File: src/rtl/vga_timing_ctrl.sv
// rtl/vga_timing_ctrl.sv - programmable VGA raster sequencer (hsync/vsync/de/x/y and line/frame pulses)
// Optional frame-boundary pause: define VGA_TIMING_FRAME_PAUSE_EN.
module vga_timing_ctrl #(
  parameter int H_ACTIVE = 640,
  parameter int H_FP     = 16,
  parameter int H_SYNC   = 96,
  parameter int H_BP     = 48,
  parameter int V_ACTIVE = 480,
  parameter int V_FP     = 10,
  parameter int V_SYNC   = 2,
  parameter int V_BP     = 33,
  parameter int HS_POL   = 0,
  parameter int VS_POL   = 0,
  parameter int CNT_W    = 11
) (
  input  logic             clk,
  input  logic             rst_n,
  input  logic             en,
`ifdef VGA_TIMING_FRAME_PAUSE_EN
  input  logic             pause_req,
  output logic             paused,
`endif
  output logic             hsync,
  output logic             vsync,
  output logic             de,
  output logic [CNT_W-1:0] x,
  output logic [CNT_W-1:0] y,
  output logic             line_start,
  output logic             frame_start
);

  localparam int H_TOTAL = H_ACTIVE + H_FP + H_SYNC + H_BP;
  localparam int V_TOTAL = V_ACTIVE + V_FP + V_SYNC + V_BP;

  localparam logic [CNT_W-1:0] H_LAST = CNT_W'(H_TOTAL - 1);
  localparam logic [CNT_W-1:0] V_LAST = CNT_W'(V_TOTAL - 1);
  localparam logic [CNT_W-1:0] H_FP_S = CNT_W'(H_ACTIVE);
  localparam logic [CNT_W-1:0] H_SY_S = CNT_W'(H_ACTIVE + H_FP);
  localparam logic [CNT_W-1:0] H_BP_S = CNT_W'(H_ACTIVE + H_FP + H_SYNC);
  localparam logic [CNT_W-1:0] V_FP_S = CNT_W'(V_ACTIVE);
  localparam logic [CNT_W-1:0] V_SY_S = CNT_W'(V_ACTIVE + V_FP);
  localparam logic [CNT_W-1:0] V_BP_S = CNT_W'(V_ACTIVE + V_FP + V_SYNC);

  localparam logic HS_ON  = (HS_POL != 0);
  localparam logic HS_OFF = ~HS_ON;
  localparam logic VS_ON  = (VS_POL != 0);
  localparam logic VS_OFF = ~VS_ON;

  typedef enum logic [1:0] {PH_ACT, PH_FP, PH_SYNC, PH_BP} phase_t;

  // Phase is fully implied by the counter value, so it is decoded rather than stored.
  function automatic phase_t phase_of(input logic [CNT_W-1:0] c,
                                      input logic [CNT_W-1:0] fp_s,
                                      input logic [CNT_W-1:0] sy_s,
                                      input logic [CNT_W-1:0] bp_s);
    phase_t p;
    if (c < fp_s)      p = PH_ACT;
    else if (c < sy_s) p = PH_FP;
    else if (c < bp_s) p = PH_SYNC;
    else               p = PH_BP;
    return p;
  endfunction

  logic [CNT_W-1:0] h_cnt, v_cnt;
  logic [CNT_W-1:0] h_nxt, v_nxt;
  logic             h_wrap, v_wrap;
  phase_t           hp_n, vp_n;
  logic             step;
  logic             go_idle;

  always_comb begin
    h_wrap = (h_cnt == H_LAST);
    v_wrap = (v_cnt == V_LAST);
    h_nxt  = h_wrap ? '0 : h_cnt + CNT_W'(1);
    v_nxt  = v_cnt;
    if (h_wrap) v_nxt = v_wrap ? '0 : v_cnt + CNT_W'(1);
    hp_n = phase_of(h_nxt, H_FP_S, H_SY_S, H_BP_S);
    vp_n = phase_of(v_nxt, V_FP_S, V_SY_S, V_BP_S);
  end

`ifdef VGA_TIMING_FRAME_PAUSE_EN
  typedef enum logic {RUN, PAUSED} ctl_t;
  ctl_t ctl_q, ctl_d;

  // While paused the counters sit at the last position, so the next step lands on (0,0).
  always_comb begin
    ctl_d   = ctl_q;
    step    = 1'b0;
    go_idle = 1'b0;
    case (ctl_q)
      RUN: begin
        if (en) begin
          if (pause_req && h_wrap && v_wrap) begin
            ctl_d   = PAUSED;
            go_idle = 1'b1;
          end else begin
            step = 1'b1;
          end
        end
      end
      PAUSED: begin
        if (en && !pause_req) begin
          ctl_d = RUN;
          step  = 1'b1;
        end
      end
      default: ctl_d = RUN;
    endcase
  end

  always_ff @(posedge clk or negedge rst_n) begin
    if (!rst_n) begin
      ctl_q  <= RUN;
      paused <= 1'b0;
    end else begin
      ctl_q  <= ctl_d;
      paused <= (ctl_d == PAUSED);
    end
  end
`else
  always_comb begin
    step    = en;
    go_idle = 1'b0;
  end
`endif

  always_ff @(posedge clk or negedge rst_n) begin
    if (!rst_n) begin
      h_cnt       <= H_LAST;
      v_cnt       <= V_LAST;
      de          <= 1'b0;
      x           <= '0;
      y           <= '0;
      hsync       <= HS_OFF;
      vsync       <= VS_OFF;
      line_start  <= 1'b0;
      frame_start <= 1'b0;
    end else begin
      line_start  <= 1'b0;
      frame_start <= 1'b0;
      if (step) begin
        h_cnt       <= h_nxt;
        v_cnt       <= v_nxt;
        de          <= (hp_n == PH_ACT) && (vp_n == PH_ACT);
        x           <= ((hp_n == PH_ACT) && (vp_n == PH_ACT)) ? h_nxt : '0;
        y           <= ((hp_n == PH_ACT) && (vp_n == PH_ACT)) ? v_nxt : '0;
        hsync       <= (hp_n == PH_SYNC) ? HS_ON : HS_OFF;
        vsync       <= (vp_n == PH_SYNC) ? VS_ON : VS_OFF;
        line_start  <= (h_nxt == '0) && (vp_n == PH_ACT);
        frame_start <= (h_nxt == '0) && (v_nxt == '0);
      end else if (go_idle) begin
        de    <= 1'b0;
        x     <= '0;
        y     <= '0;
        hsync <= HS_OFF;
        vsync <= VS_OFF;
      end
    end
  end

endmodule

File: config.mk
export PLATFORM = sky130hd
export DESIGN_NAME = vga_timing_ctrl
export DESIGN_NICKNAME = d
export VERILOG_FILES = /design/src/rtl/vga_timing_ctrl.sv
export SDC_FILE = /design/constraint.sdc
export NUM_CORES = 1
export LEC_CHECK = 0
export ABC_AREA = 1
export BUFFER_PORTS_ARGS = -buffer_cell sky130_fd_sc_hd__buf_2
export CAP_MARGIN = 20
export CORE_MARGIN = 1
export CORE_UTILIZATION = 50
export DETAILED_ROUTE_END_ITERATION = 8
export GPL_TIMING_DRIVEN = 0
export PLACE_DENSITY = 0.7
export SYNTH_ARGS = -nofsm -noshare
export SYNTH_HDL_FRONTEND = slang
export SYNTH_SLANG_ARGS = --single-unit
export TNS_END_PERCENT = 10
File: constraint.sdc
create_clock -name clk -period 1.88 [get_ports clk]
set_clock_uncertainty 0.05 [all_clocks]
set_input_delay 0.188 -clock clk [delete_from_list [all_inputs] [get_ports clk]]
set_output_delay 0.188 -clock clk [all_outputs]
set_load 0.05 [all_outputs]
== Word-level counts from Yosys, hierarchy flattened ==
Cells that the tools add are included.

* Add/subtract/negate cells: 2
* Order comparisons: 6
* Equality and inequality tests: 4
* Multiplexer cells: 15
* Reduce and logical (&&, ||, !) cells: 7

{| class="wikitable"
|+ Operator list
! operator !! number
|-
| $mux W11 || 5
|-
| $lt A11 B10 Y1 const B || 3
|-
| $lt A11 B9 Y1 const B || 3
|-
| $add A11 B1 Y11 const B || 2
|-
| $eq A11 B10 Y1 const B || 2
|-
| $logic_not A11 Y1 || 2
|-
| $mux W2 || 4
|-
| $mux W1 || 6
|-
| $eq A2 B2 Y1 const B || 2
|-
| $logic_not A2 Y1 || 2
|-
| $logic_and A1 B1 Y1 || 3
|}

* Register bits: 49
* Input bits: 3
* Output and inout port bits: 27
* Logic and storage cells: 43

== Logic depth before layout (Yosys ltp) ==
Gate-level depths: netlist (run 1).

* Depth after elaboration: 10
* Gate-level depth with buffers: 13
* Gate-level depth less buffers: 12

== Least setup slack after synthesis (run 1) ==
OpenSTA, ideal clock, no wires.

* Path kind: flip-flop to flip-flop
* From: reg h_cnt[0]
* To: reg x[0]
* Library setup time: 118 ps
* Arrival: 1836 ps
* Data required time: 1712 ps
* Path slack: -124 ps
* Stages on the path, launching flop included: 11
* Buffers on the path: 2
* Period minus slack after synthesis: 2004 ps
* Cell sequence: dfstp_2 ha_1 nand2_1 nor2_4 nand3_4 buf_6 o21ai_4 nand4_2 buf_6 nand4_1 nand2_1

* Longest elaborated chain between the ends: 9
* Elaborated cells on any way between the ends: 20
* Those cells by class: add/sub: 1; order compare: 6; eq/ne: 1; mux: 9; reduce/logical: 3

{| class="wikitable"
|+ RTL lines
! element !! line !! RTL
|-
| from (decl) || 64 || <nowiki>logic [CNT_W-1:0] h_cnt, v_cnt;</nowiki>
|-
| from (signal assigned) || 142 || <nowiki>h_cnt <= h_nxt;</nowiki>
|-
| $add A11 B1 Y11 or $eq A11 B10 Y1 (tied branches) || 74, 72 ||
|-
| $mux W11, on equally long branches || 74, 76 ||
|-
| $lt A11 B10 Y1 or $lt A11 B9 Y1 (tied branches) || 59 || <nowiki>else if (c < bp_s) p = PH_SYNC;</nowiki>
|-
| $mux W1 || 59 ||
|-
| $mux W2 || 58 || <nowiki>else if (c < sy_s) p = PH_FP;</nowiki>
|-
| $mux W2 || 57 || <nowiki>if (c < fp_s) p = PH_ACT;</nowiki>
|-
| $logic_not A2 Y1 || 145 || <nowiki>x <= ((hp_n == PH_ACT) && (vp_n == PH_ACT)) ? h_nxt : '0;</nowiki>
|-
| $logic_and A1 B1 Y1 || 145 ||
|-
| $mux W11 * || 145 ||
|-
| to (signal assigned) || 145 ||
|-
| to (decl) || 26 || <nowiki>output logic [CNT_W-1:0] x,</nowiki>
|}

Mark *: on every way between the ends. The rest lies on a longest branch, timed or not.
A chain may end at the register's enable or synchronous reset.

== Worst setup path in the final report (run 1) ==
* From: reg h_cnt[1]
* To: reg x[0]

The elaborated chain is that of the path after synthesis.

==> results of run 1 <==
power by group:
| part | switching (uW) | internal (uW) |
|---|---|---|
| clock network | 374 | 400 |
| registers | 201 | 1300 |
| logic | 1090 | 535 |
| total | 1670 | 2230 |
kinds of logic (layout without fill, tap and decap cells):
kind of cell | Yosys count | count (layout)
and+or+nand+nor | 253 | 253
buffers and inverters | 59 | 119
DFF | 49 | 49
AOI/OAI and AO/OA | 33 | 33
adders and majority gates | 4 | 4
xor gates and xnor gates | 2 | 2
final timing paths:
| kind | from | endpoint | slack, ps | cells past startpoint |
|---|---|---|---|---|
| worst max register to register | h_cnt[1]$_DFFE_PN1P_ | x[0]$_DFFE_PN0P_ | -230 | 10 |
| worst max-delay path | h_cnt[1]$_DFFE_PN1P_ | x[0]$_DFFE_PN0P_ | -230 | 10 |
| worst min-delay path | en | hsync$_DFFE_PN1P_ | 120 | 3 |
| max in group asynchronous | rst_n | vsync$_DFFE_PN1P_ | 990 | 3 |
| min in group asynchronous | rst_n | v_cnt[10]$_DFFE_PN0P_ | 230 | 2 |
| worst min register to register | x[3]$_DFFE_PN0P_ | x[3]$_DFFE_PN0P_ | 430 | 2 |
stage by stage:
stage	utilization, %	hold slack (ps)
floorplan	-	-157.6
global placement	57.89	396.3
detailed placement	57.89	411.1
CTS	64.88	62.99
global route	67.42	128.4
finish	67.42	115.7
worst register-to-register path, stage by stage (launching register included):
cell and delay [ps]:
dfstp_2 580, ha_4 170, nand2_4 50, nor2_4 160
nand3_4 170, buf_4 190, o21ai_4 180, nand4_4 130
buf_6 170, nand4_1 90, nand2_1 60
cell usage after synthesis:
| cell | n | area [um^2] |
|---|---|---|
| o21ai_1 | 2 | 10.01 |
| o21bai_1 | 15 | 112.6 |
| clkbuf_4 | 2 | 15.01 |
| and2_1 | 1 | 6.260 |
| nor2_2 | 5 | 31.28 |
| nor2_1 | 51 | 191.4 |
| nand4_1 | 27 | 168.9 |
| nor2_4 | 2 | 22.52 |
| clkinv_2 | 1 | 5.000 |
| nand3_2 | 5 | 50.05 |
| nand3_4 | 1 | 17.52 |
| nand4_2 | 1 | 12.51 |
| xor2_1 | 2 | 17.52 |
| clkbuf_8 | 5 | 68.82 |
| nand2_2 | 3 | 18.77 |
| inv_1 | 41 | 153.9 |
| nor3_1 | 5 | 25.02 |
| nand3_1 | 31 | 155.2 |
| nand2_1 | 121 | 454.2 |
| dfrtp_1 | 37 | 925.9 |
| o21ai_4 | 1 | 16.27 |
| a21boi_2 | 1 | 11.26 |
| clkbuf_1 | 1 | 3.750 |
| o21ai_2 | 1 | 8.760 |
| buf_6 | 8 | 90.09 |
| dfstp_2 | 12 | 315.3 |
| buf_2 | 1 | 5.000 |
| o21ai_0 | 11 | 55.05 |
| a21oi_1 | 2 | 10.01 |
| ha_1 | 4 | 50.05 |
layout by cell type, fill, tap and decap left out, drive strengths merged:
cell type,netlist,routed
nand2,124,124
bufinv,0,1
nor2,58,58
clkinv,1,1
nand4,28,28
o21bai,15,15
dfrtp,37,37
inv,41,42
dfstp,12,12
buf,9,61
xor2,2,2
o21ai,15,15
dlygate4sd3,0,1
a21oi,2,2
and2,1,1
ha,4,4
nand3,37,37
nor3,5,5
a21boi,1,1
clkbuf,8,13
per-layer routing:
layer	track usage, %	up-vias	routed length, um
met1	37.76	1318	3712
met2	39.74	68	3490
li1	-	1405	-
met3	4.114	13	373
met4	8.750	0	131
met5	0	-	0
layout make-up:
| class | instances | area, um^2 |
|---|---|---|
| flip-flops and latches | 49 | 1241 |
| plain buffers | 17 | 200.2 |
| repair buffers | 52 | 379.1 |
| multi-input cells | 292 | 1642 |
| fillers | 477 | 1849 |
| inverters | 42 | 162.7 |
| clock buffers | 6 | 72.57 |
| clock inverters | 2 | 38.79 |
| well taps | 72 | 90.09 |
flip-flops by register name, indices dropped and copies added, names as in the netlist:
| register | cells |
|---|---|
| vsync | 1 |
| y | 11 |
| frame_start | 1 |
| x | 11 |
| hsync | 1 |
| de | 1 |
| h_cnt | 11 |
| v_cnt | 11 |
| line_start | 1 |
timing repair:
| action | 4_1_cts | 5_1_grt |
|---|---|---|
| setup endpoints to repair | 37 | 37 |
| setup buffers | 15 | 3 |
| gates resized for setup | 30 | 32 |
| pin swaps | 11 | 14 |
| endpoints found under the hold margin | 0 | 10 |
| cloned | 3 | 1 |
| hold buffers | 0 | 1 |
==> metrics.txt, run 1 <==
final instance area 0.003826 mm^2; CTS Buf Count 5; Cell Count Post-Placement 500; status finished with violations; I/O pin cnt 30; share of cells above drive strength 1 around 31%; CTS max path bufs 2; register area share after synthesis approximately 41%; I/O Buffers 28; area added between synthesis and finish 26.36%; HP Class input port to register; antenna diode count 0; CP startpoint kind register; initial antenna violation count 0; vias post-DR 2804; RSZ-0062 raised after global routing true; final setup TNS -5218 ps; Final Non-Filler Cells 532; critical path class register to register; #FFs+latches synth about 50; Worst VDD drop 738.2 uV; post-synth net total roughly 410; clk sinks 49; crit share post-route 112.2%; DRC 0; Die X 79.82 um; mux cell area share after synthesis 0%; Worst Path Arrival ~2300 ps; max-cap violation count 0; first-pass GRT wire length 12.79 mm; WP data required a little over 2000 ps; PnR worst setup slack -229.7 ps; simple-gate area share of the yosys netlist about two fifths; synth unique cells 30; Pwr Density 1020 mW/mm^2; CTS tree yes; synthesized area 0.003028 mm^2; root cell of the clock tree clkbuf_8; max frequency between 400 and 500 MHz; Core Area 0.005675 mm^2; via/cell ratio around 5.3; synthesis warning total 0; H-tree depth 2; clock latency at the later pin of the worst-skew pair 310 ps; hpwl dp ~5.2 mm; gp weighted congestion 0.8657; Final Critical Period 2110 ps; Crit Path Max Fanout 10; Vert. Die Dim 79.82 um; Bufs and invs on worst path 2; number of global-route vias before repair 2674; max_slew headroom 64.09%; largest family of logic cells by synthesized area simple AND/OR/NAND/NOR gates; pre-CTS setup slack -451.8 ps; Detailed Route Iter0 Violations 192; DR WL/cell 14.49 um; final global-route overflow total 0; die area 0.006371 mm^2; Slew Limit Fails 0; failing checks negative setup slack; wirelength, routed 7.707 mm; XOR/XNOR Fraction of Synth Area 0.5785%; final setup violation count 32; Cell Rows 27; largest net degree at the start of global routing 50; CP Capture Type register; Leak Pwr 0.001851 uW; GRT Total Usage around a quarter; cells along the critical path ha_4 > nand2_4 > nor2_4 > nand3_4 > buf_4 > o21ai_4 > nand4_4 > buf_6 > nand4_1 > nand2_1; final hold vios 0; Initial DRT Pass Iterations 4; NumNets Final ~470; total power slightly below 4000 uW; starting density of the core 53.35%; Synth Area in Compound Gates ~7.4%; max incr delay on CP between 500 and 600 ps; cell count after synthesis 400; Crit path max-delay family simple AND/OR/NAND/NOR gates; Antenna Nets Post-Route 0; Syn Area/Cell roughly 7.6 um^2; Clk pin slew, worst setup/hold paths 90 ps; placed inst area 0.003286 mm^2; actual slew at the worst max-slew pin 538.6 ps; Worst path slowest cell dfstp_2; Synth Area in Adders 1.653%
Note: power is estimated with default switching activity, not from simulation.
==> run 2, diff against run 1 <==
--- a/config.mk
+++ b/config.mk
@@ -12,7 +12,7 @@
 export CORE_UTILIZATION = 50
 export DETAILED_ROUTE_END_ITERATION = 8
 export GPL_TIMING_DRIVEN = 0
-export PLACE_DENSITY = 0.7
+export PLACE_DENSITY = 0.67
 export SYNTH_ARGS = -nofsm -noshare
 export SYNTH_HDL_FRONTEND = slang
 export SYNTH_SLANG_ARGS = --single-unit
==> constraint.sdc (replaced) <==
create_clock -name clk -period 2.05 [get_ports clk]
set_clock_uncertainty 0.05 [all_clocks]
set_input_delay 0.205 -clock clk [delete_from_list [all_inputs] [get_ports clk]]
set_output_delay 0.205 -clock clk [all_outputs]
set_load 0.05 [all_outputs]
==> run 2 against run 1 <==
- the flow still finishes with violations (negative setup slack)
- combinational power is 7% lower
- maximum frequency decreased by 1.3%
- core utilization is 1.7 points higher
- clock-buffer cell count did not move
- sequential power fell by 8%
- flip-flop and latch count is the same
- register-to-register slack improved by 140 ps
- via count grew 1.0%
- worst setup slack better by 140 ps
- hold slack about the same
- largest cell class unchanged
==> metrics.txt, run 2 (same netlist as run 1, synthesis figures left out) <==
starting density of the core 53.35% (unchanged); Hold Slack 115.5 ps (was 115.7 ps); via/cell ratio 5.295 (was 5.271); GRT Total Usage 27.25% (was 26.15%); Detailed Route Iter0 Violations 248 (was 192); Die X 79.82 um (unchanged); first-pass GRT wire length 13.22 mm (was 12.79 mm); CP Capture Type register (unchanged); register area 0.001241 mm^2 (unchanged); I/O pin cnt 30 (unchanged); hpwl dp 5.077 mm (was 5.162 mm); DR WL/cell 14.96 um (was 14.49 um); Core Area 0.005675 mm^2 (unchanged); vias post-DR 2833 (was 2804); RSZ-0062 raised after global routing true (unchanged); Sw Share 42.90% (was 42.76%); final global-route overflow total 0 (unchanged); die area 0.006371 mm^2 (unchanged); failing checks negative setup slack (unchanged); HP Class input port to register (unchanged); final setup violation count 23 (was 32); share of cells above drive strength 1 33.48% (was 31.30%); CTS tree yes (unchanged); wirelength, routed 8.004 mm (was 7.707 mm); DRC 0 (unchanged); Slew Limit Fails 0 (unchanged); clock network power share 19.7% (was 19.8%); Pwr Density 922.8 mW/mm^2 (was 1020 mW/mm^2); cells along the critical path ha_4 > nand4_1 > buf_4 > nor2_4 > buf_4 > nand3_2 > nand3_4 > nand2_4 > inv_6 > buf_4 > nand4_1 > nand2_1 (was ha_4 > nand2_4 > nor2_4 > nand3_4 > buf_4 > o21ai_4 > nand4_4 > buf_6 > nand4_1 > nand2_1); status finished with violations (unchanged); initial antenna violation count 0 (unchanged); crit-path most repeated cell buf_4; NumNets Final 469 (was 466); Worst VDD drop 771.7 uV (was 738.2 uV); Antenna Nets Post-Route 0 (unchanged); Crit path max-delay family simple AND/OR/NAND/NOR gates (unchanged); filler instances 441 (was 477); Final Critical Period 2136 ps (was 2110 ps); Clk pin slew, worst setup/hold paths 90 ps (about the same); CTS max path bufs 2 (unchanged); clk sinks 49 (unchanged); final hold vios 0 (unchanged); H-tree depth 2 (unchanged); actual slew at the worst max-slew pin 474.7 ps (was 538.6 ps); Initial DRT Pass Iterations 4 (unchanged); CP startpoint kind register (unchanged); max frequency 468.1 MHz (was 474.0 MHz); Cell Rows 27 (unchanged); largest net degree at the start of global routing 50 (unchanged); net load switching power 1553 uW (was 1669 uW); most common cell after layout, fill and taps aside nand2_1 (unchanged); combinational share of power 42.1% (was 41.7%); Core Util, Final 69.14% (was 67.42%); Leak Pwr 0.001882 uW (was 0.001851 uW); Worst Path Arrival 2340 ps (was 2260 ps); sequential share of power 38.2% (was 38.5%); area of the multi-input gates 0.001703 mm^2 (was 0.001642 mm^2); number of global-route vias before repair 2580 (was 2674); Vert. Die Dim 79.82 um (unchanged); antenna diode count 0 (unchanged); WP data required 2250 ps (was 2030 ps); Worst path slowest cell dfstp_2 (unchanged); PnR worst setup slack -86.46 ps (was -229.7 ps); max_slew headroom 68.35% (was 64.09%); clock latency at the later pin of the worst-skew pair 310 ps (about the same); area added between synthesis and finish 29.59% (was 26.36%); CTS Buf Count 5 (unchanged); root cell of the clock tree clkbuf_8 (unchanged); max incr delay on CP 580 ps (about the same); Bufs and invs on worst path 4 (was 2); max-cap violation count 0 (unchanged); crit share post-route 104.2% (was 112.2%); final setup TNS -861.2 ps (was -5218 ps); most frequent cells in the layout nand2_1 (108), nor2_1 (38), dfrtp_1 (37) (was nand2_1 (115), inv_1 (39), dfrtp_1 (37)); gp weighted congestion 0.8463 (was 0.8657); I/O Buffers 28 (unchanged); critical path class register to register (unchanged); Crit Path Max Fanout 5 (was 10); internal power 2068 uW (was 2234 uW)
run 2: final timing paths:
kind                                      start              endpoint  depth (start not counted)  slack, ps
hold reg to reg                y[0]$_DFFE_PN0P_      y[0]$_DFFE_PN0P_                          2        430
min in group asynchronous                 rst_n  v_cnt[8]$_DFFE_PN0P_                          2        260
hold / removal                               en  h_cnt[1]$_DFFE_PN1P_                          3        120
setup / recovery           h_cnt[0]$_DFFE_PN1P_      x[8]$_DFFE_PN0P_                         12        -90
max in group asynchronous                 rst_n     vsync$_DFFE_PN1P_                          3       1120
setup reg to reg           h_cnt[0]$_DFFE_PN1P_      x[8]$_DFFE_PN0P_                         12        -90
run 2: what timing repair did:
action / 4_1_cts / 5_1_grt
hold endpoints to repair: 0 / 7
buffers inserted: 14 / 5
pin swaps: 24 / 16
setup endpoints to repair: 33 / 30
gates cloned: 4 / 2
hold buffers: 0 / 1
resized for setup: 51 / 31
run 2: layout make-up:
class | instances | share of cell area [%]
inverter | 42 | 4.209
sequential | 49 | 31.63
clock inverter | 2 | 0.9885
tap | 72 | 2.296
timing repair buffer | 55 | 10.55
clock buffer | 6 | 1.849
multi-input combinational | 292 | 43.40
buffer | 17 | 5.070
run 2: metrics by stage:
| step | area (um^2) | worst slack (ps) | std cells | power (uW) |
|---|---|---|---|---|
| 2_1_floorplan | 3028 | 45.62 | 400 | 2332 |
| 3_3_place_gp | 3258 | -316.0 | 500 | 2612 |
| 3_5_place_dp | 3258 | -321.1 | 500 | 2626 |
| 4_1_cts | 3744 | -31.53 | 526 | 3512 |
| 5_1_grt | 3924 | -165.8 | 535 | 3822 |
| 6_report | 3924 | -86.46 | 535 | 3621 |
run 2: per-layer routing:
metal	track usage [%]	share of wire [%]	routed length (um)	vias to the layer above
met5	0	0	0	-
met4	8.214	1.2	99	0
met3	3.657	4.5	358	7
met2	39.83	46	3644	87
met1	41.47	49	3902	1321
li1	-	-	-	1418
run 2: power by group through the flow:
stage                     registers (uW)  logic, uW  clock network, uW
after CTS                           1370       1420                721
final                               1380       1520                715
after detailed placement            1380       1240                  0
after floorplan                     1660        670                  0
after global placement              1380       1230                  0
after global routing                1410       1660                759
run 2: tightest hold or removal path, delay by kind of cell:
family | cells | cell delay (ps)
and+or+nand+nor | 2 | 130
buffers and inverters | 1 | 130
